===== src/rtl/pipe_pkg.sv =====
// Shared types and helpers for the pipeline hazard/forwarding controller.
// Scoreboard fields are sized for the widest legal configuration (REG_AW <= 8, DEPTH <= 7).
package pipe_pkg;
  localparam int WD_W        = 8;
  localparam int RDY_W       = 3;
  localparam int FWD_REGFILE = 0;

  typedef struct packed {
    logic             v;
    logic [WD_W-1:0]  wd;
    logic [RDY_W-1:0] rdy;
  } pipe_entry_t;

  function automatic int stage_w(input int depth);
    return $clog2(depth + 1);
  endfunction
endpackage


===== src/rtl/pipe_hazard_match.sv =====
// Youngest-match priority encoder over the scoreboard for one source operand.
// PIPE_HAZARD_FWD_EN selects the forwarding hazard rule (s < rdy) over the wait-for-WB rule (s < DEPTH).
module pipe_hazard_match
  import pipe_pkg::*;
#(
  parameter int DEPTH  = 3,
  parameter int REG_AW = 5,
  parameter int SW     = 2
) (
  input  pipe_entry_t [DEPTH-1:0] ent_i,
  input  logic [REG_AW-1:0]       r_i,
  input  logic                    used_i,
  output logic                    hit_o,
  output logic [SW-1:0]           stage_o,
  output logic                    hazard_o
);

`ifdef PIPE_HAZARD_FWD_EN
  logic [RDY_W-1:0] rdy_m;
`else
  logic unused_rdy;
`endif

  always_comb begin
    hit_o    = 1'b0;
    stage_o  = '0;
    hazard_o = 1'b0;
`ifdef PIPE_HAZARD_FWD_EN
    rdy_m    = '0;
`else
    unused_rdy = 1'b0;
`endif
    // Scan oldest to youngest so the youngest match is the one left standing.
    for (int i = DEPTH - 1; i >= 0; i--) begin
`ifndef PIPE_HAZARD_FWD_EN
      unused_rdy = unused_rdy ^ (^ent_i[i].rdy);
`endif
      if (used_i && (r_i != '0) && ent_i[i].v && (ent_i[i].wd == WD_W'(r_i))) begin
        hit_o   = 1'b1;
        stage_o = SW'(i + 1);
`ifdef PIPE_HAZARD_FWD_EN
        rdy_m   = ent_i[i].rdy;
`endif
      end
    end
`ifdef PIPE_HAZARD_FWD_EN
    hazard_o = hit_o && (int'(stage_o) < int'(rdy_m));
`else
    hazard_o = hit_o && (int'(stage_o) < DEPTH);
`endif
  end

endmodule


===== src/rtl/pipe_hazard_ctrl.sv =====
// Scoreboard-based hazard and forwarding controller sitting beside the ID stage.
// Define PIPE_HAZARD_FWD_EN to enable forwarding; otherwise consumers wait for WB and fwd_* stay 0.
module pipe_hazard_ctrl
  import pipe_pkg::*;
#(
  parameter int DEPTH      = 3,
  parameter int REG_AW     = 5,
  parameter int LOAD_STAGE = 2
) (
  input  logic                         clk,
  input  logic                         reset,
  input  logic                         hold,
  input  logic                         flush,
  input  logic                         id_valid,
  input  logic [REG_AW-1:0]            id_rs,
  input  logic [REG_AW-1:0]            id_rt,
  input  logic                         id_rs_used,
  input  logic                         id_rt_used,
  input  logic                         id_wr,
  input  logic [REG_AW-1:0]            id_wd,
  input  logic                         id_load,
  output logic                         stall_id,
  output logic                         bubble_ex,
  output logic [$clog2(DEPTH+1)-1:0]   fwd_rs_ex,
  output logic [$clog2(DEPTH+1)-1:0]   fwd_rt_ex,
  output logic [DEPTH-1:0]             pipe_valid
);

  localparam int SW = stage_w(DEPTH);

  pipe_entry_t [DEPTH-1:0] sb_q, sb_d;
  pipe_entry_t             issue;
  logic                    hit_rs, hit_rt, haz_rs, haz_rt;
  logic [SW-1:0]           stg_rs, stg_rt;

  pipe_hazard_match #(.DEPTH(DEPTH), .REG_AW(REG_AW), .SW(SW)) u_match_rs (
    .ent_i(sb_q), .r_i(id_rs), .used_i(id_rs_used),
    .hit_o(hit_rs), .stage_o(stg_rs), .hazard_o(haz_rs)
  );

  pipe_hazard_match #(.DEPTH(DEPTH), .REG_AW(REG_AW), .SW(SW)) u_match_rt (
    .ent_i(sb_q), .r_i(id_rt), .used_i(id_rt_used),
    .hit_o(hit_rt), .stage_o(stg_rt), .hazard_o(haz_rt)
  );

  // Flush overrides any pending stall; an empty or squashed ID slot issues a bubble.
  assign stall_id  = id_valid & ~flush & (haz_rs | haz_rt);
  assign bubble_ex = stall_id | flush | ~id_valid;

  always_comb begin
    issue = '0;
    if (!bubble_ex && id_wr && (id_wd != '0)) begin
      issue.v   = 1'b1;
      issue.wd  = WD_W'(id_wd);
      issue.rdy = id_load ? RDY_W'(LOAD_STAGE) : RDY_W'(1);
    end
    sb_d = sb_q;
    if (!hold) sb_d = {sb_q[DEPTH-2:0], issue};
  end

  always_ff @(posedge clk) begin
    if (reset) sb_q <= '0;
    else       sb_q <= sb_d;
  end

  always_comb begin
    for (int i = 0; i < DEPTH; i++) pipe_valid[i] = sb_q[i].v;
  end

`ifdef PIPE_HAZARD_FWD_EN
  logic [SW-1:0] fwd_rs_q, fwd_rs_d, fwd_rt_q, fwd_rt_d;

  // A producer one stage past WB has already been written back, so read the register file.
  function automatic logic [SW-1:0] fwd_sel(input logic hit, input logic haz,
                                            input logic [SW-1:0] s);
    if (hit && !haz && (int'(s) + 1 <= DEPTH)) return SW'(int'(s) + 1);
    return SW'(FWD_REGFILE);
  endfunction

  always_comb begin
    fwd_rs_d = fwd_rs_q;
    fwd_rt_d = fwd_rt_q;
    if (!hold) begin
      fwd_rs_d = bubble_ex ? SW'(FWD_REGFILE) : fwd_sel(hit_rs, haz_rs, stg_rs);
      fwd_rt_d = bubble_ex ? SW'(FWD_REGFILE) : fwd_sel(hit_rt, haz_rt, stg_rt);
    end
  end

  always_ff @(posedge clk) begin
    if (reset) begin
      fwd_rs_q <= '0;
      fwd_rt_q <= '0;
    end else begin
      fwd_rs_q <= fwd_rs_d;
      fwd_rt_q <= fwd_rt_d;
    end
  end

  assign fwd_rs_ex = fwd_rs_q;
  assign fwd_rt_ex = fwd_rt_q;
`else
  logic unused_fwd;
  assign unused_fwd = ^{hit_rs, hit_rt, stg_rs, stg_rt};
  assign fwd_rs_ex  = SW'(FWD_REGFILE);
  assign fwd_rt_ex  = SW'(FWD_REGFILE);
`endif

endmodule


===== config.mk =====
export PLATFORM = sky130hd
export DESIGN_NAME = pipe_hazard_ctrl
export DESIGN_NICKNAME = d
export VERILOG_FILES = /design/src/rtl/pipe_pkg.sv /design/src/rtl/pipe_hazard_match.sv /design/src/rtl/pipe_hazard_ctrl.sv
export SDC_FILE = /design/constraint.sdc
export NUM_CORES = 1
export LEC_CHECK = 0
export BUFFER_PORTS_ARGS = -buffer_cell sky130_fd_sc_hd__buf_2
export CORE_MARGIN = 2
export CORE_UTILIZATION = 33
export CTS_CLUSTER_DIAMETER = 60
export CTS_CLUSTER_SIZE = 20
export DETAILED_ROUTE_END_ITERATION = 8
export GPL_ROUTABILITY_DRIVEN = 1
export HOLD_SLACK_MARGIN = 0.12
export SLEW_MARGIN = 20
export SYNTH_ARGS = -nofsm -noshare
export SYNTH_HDL_FRONTEND = slang
export SYNTH_SLANG_ARGS = --single-unit

===== constraint.sdc =====
create_clock -name clk -period 4.6 [get_ports clk]
set_input_delay 0.92 -clock clk [delete_from_list [all_inputs] [get_ports clk]]
set_output_delay 0.92 -clock clk [all_outputs]
set_load 0.005 [all_outputs]

# Word level (Yosys, flattened, before mapping)
# Cells that the tools add are included.
[word_totals]
register_bits = 27
in_bits = 24
output_inout_bits = 9
elab_cells = 57
[classes]
magnitude_cmp = 2
eq_ne = 6
mux = 14
bitwise = 7
reduce_logical = 22
[op_table]
columns = ["op", "count"]
rows = [
  ["8-bit by 5-bit equality test with 1-bit output", 6],
  ["1-bit logical AND", 18],
  ["5-bit nonzero test", 3],
  ["2-bit 2-to-1 mux", 7],
  ["12-bit 2-to-1 mux", 1],
  ["1-bit 2-to-1 mux", 6],
  ["2-bit less-than comparator (second input constant)", 2],
  ["1-bit OR", 3],
  ["1-bit bitwise AND", 2],
  ["1-bit inverter", 2],
  ["1-bit logical NOT", 1],
]

# Longest topological paths before layout
[depth]
depth_word = 17
ltp_mapped = 6
depth_no_buf = 5

# Modules after synthesis
# Synthesis repeated with hierarchy kept, for this count alone.
[unflattened]
hier_cells = 162
area_unflattened_um2 = 1451.4
[by_module_without_submodules]
columns = ["module", "n_inst", "cells_each", "area_each_um2", "seq_area_each_um2"]
rows = [
  ["pipe_hazard_ctrl", 1, 96, 953.4, 480.5],
  ["pipe_hazard_match", 2, 33, 249.0, 0.0],
]

# Least setup slack after synthesis
# No wires, ideal clock.
[synth_timing]
kind = "input -> output"
from = "input id_rs[4]"
to = "output stall_id"
t_arrival_ns = 1.926
required_ns = 3.680
setup_slack_ns = 1.754
cell_stages = 4
path_buffers = 0
cell_sequence = "or4_1 o21ai_1 o22ai_2 and2_1"
[synth_between]
elab_chain_cells = 11
word_cells_on_any_way = 21
classes_between = "order compare: 1; eq/ne: 3; mux: 6; bitwise: 2; reduce/logical: 9"
[synth_rtl]
columns = ["item", "line", "rtl"]
rows = [
  ["start: declaration", "pipe_hazard_ctrl.sv:15", "input logic [REG_AW-1:0] id_rs,"],
  ["5-bit nonzero test", "pipe_hazard_match.sv:38", "if (used_i && (r_i != '0) && ent_i[i].v && (ent_i[i].wd == WD_W'(r_i))) begin"],
  ["1-bit logical AND (3 in series)", "pipe_hazard_match.sv:38", ""],
  ["2-bit 2-to-1 mux (3 in series)", "pipe_hazard_match.sv:38", ""],
  ["2-bit less-than comparator", "pipe_hazard_match.sv:49", "hazard_o = hit_o && (int'(stage_o) < DEPTH);"],
  ["1-bit logical AND *", "pipe_hazard_match.sv:49", ""],
  ["1-bit OR *", "pipe_hazard_ctrl.sv:47", "assign stall_id = id_valid & ~flush & (haz_rs | haz_rt);"],
  ["1-bit bitwise AND *", "pipe_hazard_ctrl.sv:47", ""],
  ["end: declaration", "pipe_hazard_ctrl.sv:22", "output logic stall_id,"],
]
# Mark *: on every way between the ends. The rest lies on a longest branch, timed or not.

# Worst setup path in the final report
# Same ends and word-level chain as after synthesis.

==> impl_summary.log <==
INFO  metric most_common_cell_after_layout_fill_and_taps_aside = sky130_fd_sc_hd__buf_2
INFO  metric total_via_count_after_detailed_routing = 728
INFO  metric vias_per_cell = 4.821
INFO  metric number_of_antenna_violations_at_the_first_check_in_global_routing = 0
INFO  metric h_tree_level_count = 1
INFO  metric post_drt_wl_per_cell = 12.26 um
INFO  metric number_of_clock_sinks_seen_by_cts = 13
INFO  metric path_buf_inv = 2
INFO  metric yosysTopAreaCell = sky130_fd_sc_hd__dfxtp_1
INFO  metric power.leakage = 0.0004570 uW
INFO  metric design.die.area = 0.003033 mm2
INFO  metric total_of_fill_cells_in_the_finished_design = 281
INFO  metric cts_tree = built
INFO  metric syn_avg_cell_area = 8.695 um2
INFO  metric clk_path_buf_depth = 2
INFO  metric synth_compound_gate_area_share = 10.17%
INFO  metric critPathMaxStageDelay = 0.51 ns
INFO  metric hold_class = register to register
INFO  metric firstDrtPassIters = 3
INFO  metric critPathKind = input pin to primary output
INFO  metric finClkSkew = 0.001419 ns
INFO  metric num-nets-final = 146
INFO  metric placer_congestion_estimate = 0.8216
INFO  metric iteration_0_drc_count_of_the_detailed_router = 5
INFO  metric endpoint_kind = primary output
INFO  metric ys_seq_elements = 13
INFO  metric finalCritPeriodShare = 69.18%
INFO  metric postPlaceCellArea = 972.2 um2
INFO  metric die_h = 55.08 um
INFO  metric cts_resized = 0
INFO  metric via_count_of_the_first_global_routing_pass = 663
INFO  metric critical_path_arrival = 2.26 ns
INFO  metric pin_count_of_the_biggest_net_entering_global_routing = 15
INFO  metric cts_setup_buffers = 0
INFO  metric synth.top_cell.area_share = 30.23%
INFO  metric cp_data_required_time = 3.68 ns
INFO  metric post-dp-hpwl = 1558 um
INFO  metric timing.setup.tns = 0 ns
INFO  metric worstSetupStartpointType = input pin
INFO  metric yosysWarningCount = 0
INFO  metric cts.clk_slew.worst_paths = 0.07 ns
INFO  metric netlist_top_cells_area = sky130_fd_sc_hd__dfxtp_1 (30%), sky130_fd_sc_hd__xor2_1 (16%), sky130_fd_sc_hd__mux2i_1 (8.1%)
INFO  metric path_delay_family = simple AND/OR/NAND/NOR gates
INFO  metric initial_core_util = 34.75%
INFO  metric synth_area = 860.8 um2
INFO  metric num_rows = 18
INFO  metric layoutNonFillerInstCount = 151
INFO  metric register_area = 260.3 um2
INFO  metric drc = 0
INFO  metric report.final.slew_viol_count = 0
INFO  metric cts_buffers = 3
INFO  metric main_combinational_cell_family_by_area_after_synthesis = simple AND/OR/NAND/NOR gates
INFO  metric drv_cap = 0
INFO  metric mostFrequentLayoutCells = sky130_fd_sc_hd__buf_2 (27), sky130_fd_sc_hd__xor2_1 (16), sky130_fd_sc_hd__dfxtp_1 (13)
INFO  metric die_w = 55.08 um
INFO  metric insertedDiodeCount = 0
INFO  metric area_growth = 15.99%
INFO  metric finish.instance_area = 998.5 um2
INFO  metric numPlacedInstances = 147
INFO  metric power.density_cell_area = 219.0 mW/mm2
INFO  metric timing.fmax = 0.3142 GHz
INFO  metric basic_gate_share_of_the_synthesized_area_counting_and_or_nand_and_nor_cells = 22.24%
INFO  metric synth-seq-area-share = 30.23%
INFO  metric min_period = 3.182 ns
INFO  metric clkLatencyLatePin = 0.27 ns
INFO  metric totalPowerFinal = 218.7 uW
INFO  metric ioPinCount = 33
INFO  metric hold_fix_buffers_cts = 0
INFO  metric crit_chain = buf_2, or4_1, o21ai_1, o22ai_2, and2_1, buf_2
INFO  metric critical_path_s_most_frequent_cell = sky130_fd_sc_hd__buf_2
INFO  metric first_pass_grt_wire_length = 2856 um
INFO  metric grt_setup_unrepaired = false
INFO  metric synth-adder-area-share = 0%
INFO  metric synth_xor_area_share = 20.35%
INFO  metric ctsRootBufferMaster = sky130_fd_sc_hd__clkbuf_4
INFO  metric multi_input_gate_area = 539.3 um2
INFO  metric post_synthesis_cell_count = 99
INFO  metric slowest_stage = sky130_fd_sc_hd__or4_1
INFO  metric layout-drive-gt1-share = 27.27%
INFO  metric final_hold_viol_count = 0
INFO  metric antenna_violating_nets_post_route = 0
INFO  metric grt.total_usage = 13.17%
INFO  metric setup_violators_final = 0
INFO  metric synth_mux_area_share = 8.140%
INFO  metric vdd_drop_max = 0.0001049 V
INFO  metric port-buffer-count = 27
INFO  metric netlist-cell-type-count = 22
INFO  metric grt_overflow = 0
INFO  metric core = 0.002477 mm2
INFO  metric critical_path.max_fanout = 7
INFO  metric total_wirelength = 1851 um
INFO  metric status = finished, final reports clean
[report_power, final]
part           leakage [uW]  total [uW]  internal, uW  switching (uW)
clock network     0.0000150        67.0          33.6            33.5
logic              0.000337        36.2          16.7            19.5
registers          0.000105         115           114            1.70
total              0.000457         219           164            54.7
[layer usage]
metal / routed length (um) / global-route usage (%) / share of wire, %
met3: 126 / 2.957 / 6.8
met1: 915 / 17.72 / 49
met5: 0 / 0 / 0
met4: 17 / 3.659 / 0.92
met2: 793 / 21.03 / 43
[cells in the mapped netlist]
cell type                  number
sky130_fd_sc_hd__xor2_1        16
sky130_fd_sc_hd__dfxtp_1       13
sky130_fd_sc_hd__nor2_1         8
sky130_fd_sc_hd__buf_4          7
sky130_fd_sc_hd__mux2i_1        7
sky130_fd_sc_hd__nand2_1        7
sky130_fd_sc_hd__o21ai_1        7
sky130_fd_sc_hd__nand4b_1       5
sky130_fd_sc_hd__clkbuf_1       4
sky130_fd_sc_hd__xnor2_1        4
sky130_fd_sc_hd__and2_1         3
sky130_fd_sc_hd__nor2b_1        3
sky130_fd_sc_hd__nor4_1         3
sky130_fd_sc_hd__or4_1          3
sky130_fd_sc_hd__a32oi_1        2
sky130_fd_sc_hd__buf_2          1
sky130_fd_sc_hd__conb_1         1
sky130_fd_sc_hd__nor4_2         1
sky130_fd_sc_hd__o21ai_0        1
sky130_fd_sc_hd__o21ai_2        1
sky130_fd_sc_hd__o221ai_1       1
sky130_fd_sc_hd__o22ai_2        1
[registers in the layout (all words and copies together) (netlist names)]
signal	count
pipe_valid	3
sb_q	10
[worst min-delay path, stage by stage (launching register included)]
cell and delay [ns]:
sky130_fd_sc_hd__dfxtp_1 0.33, sky130_fd_sc_hd__mux2i_1 0.07, sky130_fd_sc_hd__nor2_1 0.07
[kinds of logic after synthesis]
group | after synthesis
other cells | 1
compound gates | 13
simple gates | 33
mux | 7
flops | 13
buf+inv | 12
xor+xnor | 20
[final timing paths]
check | endpoint | slack (ns) | depth (start not counted) | from
max | stall_id | 1.42 | 6 | id_rs[4]
min | pipe_valid[2] | 0.50 | 2 | pipe_valid[2]
max reg2reg | sb_q[3] | 3.05 | 5 | sb_q[7]
min reg2reg | pipe_valid[2] | 0.50 | 2 | pipe_valid[2]
[layout make-up]
cell class	count	share of cell area (%)
Clock buffer	4	2.632
Multi-Input combinational cell	77	54.01
Tap cell	30	3.759
Sequential cell	13	26.07
Timing Repair Buffer	27	13.53
[through the flow]
stage	hold WS, ns	util (%)	setup WS [ns]
floorplan	0.4599	-	1.754
global placement	0.4693	39.24	1.439
detailed placement	0.4875	39.24	1.402
CTS	0.5074	40.30	1.398
global route	0.5376	40.30	1.281
finish	0.4958	40.30	1.418
(Power assumes the default switching activity.)
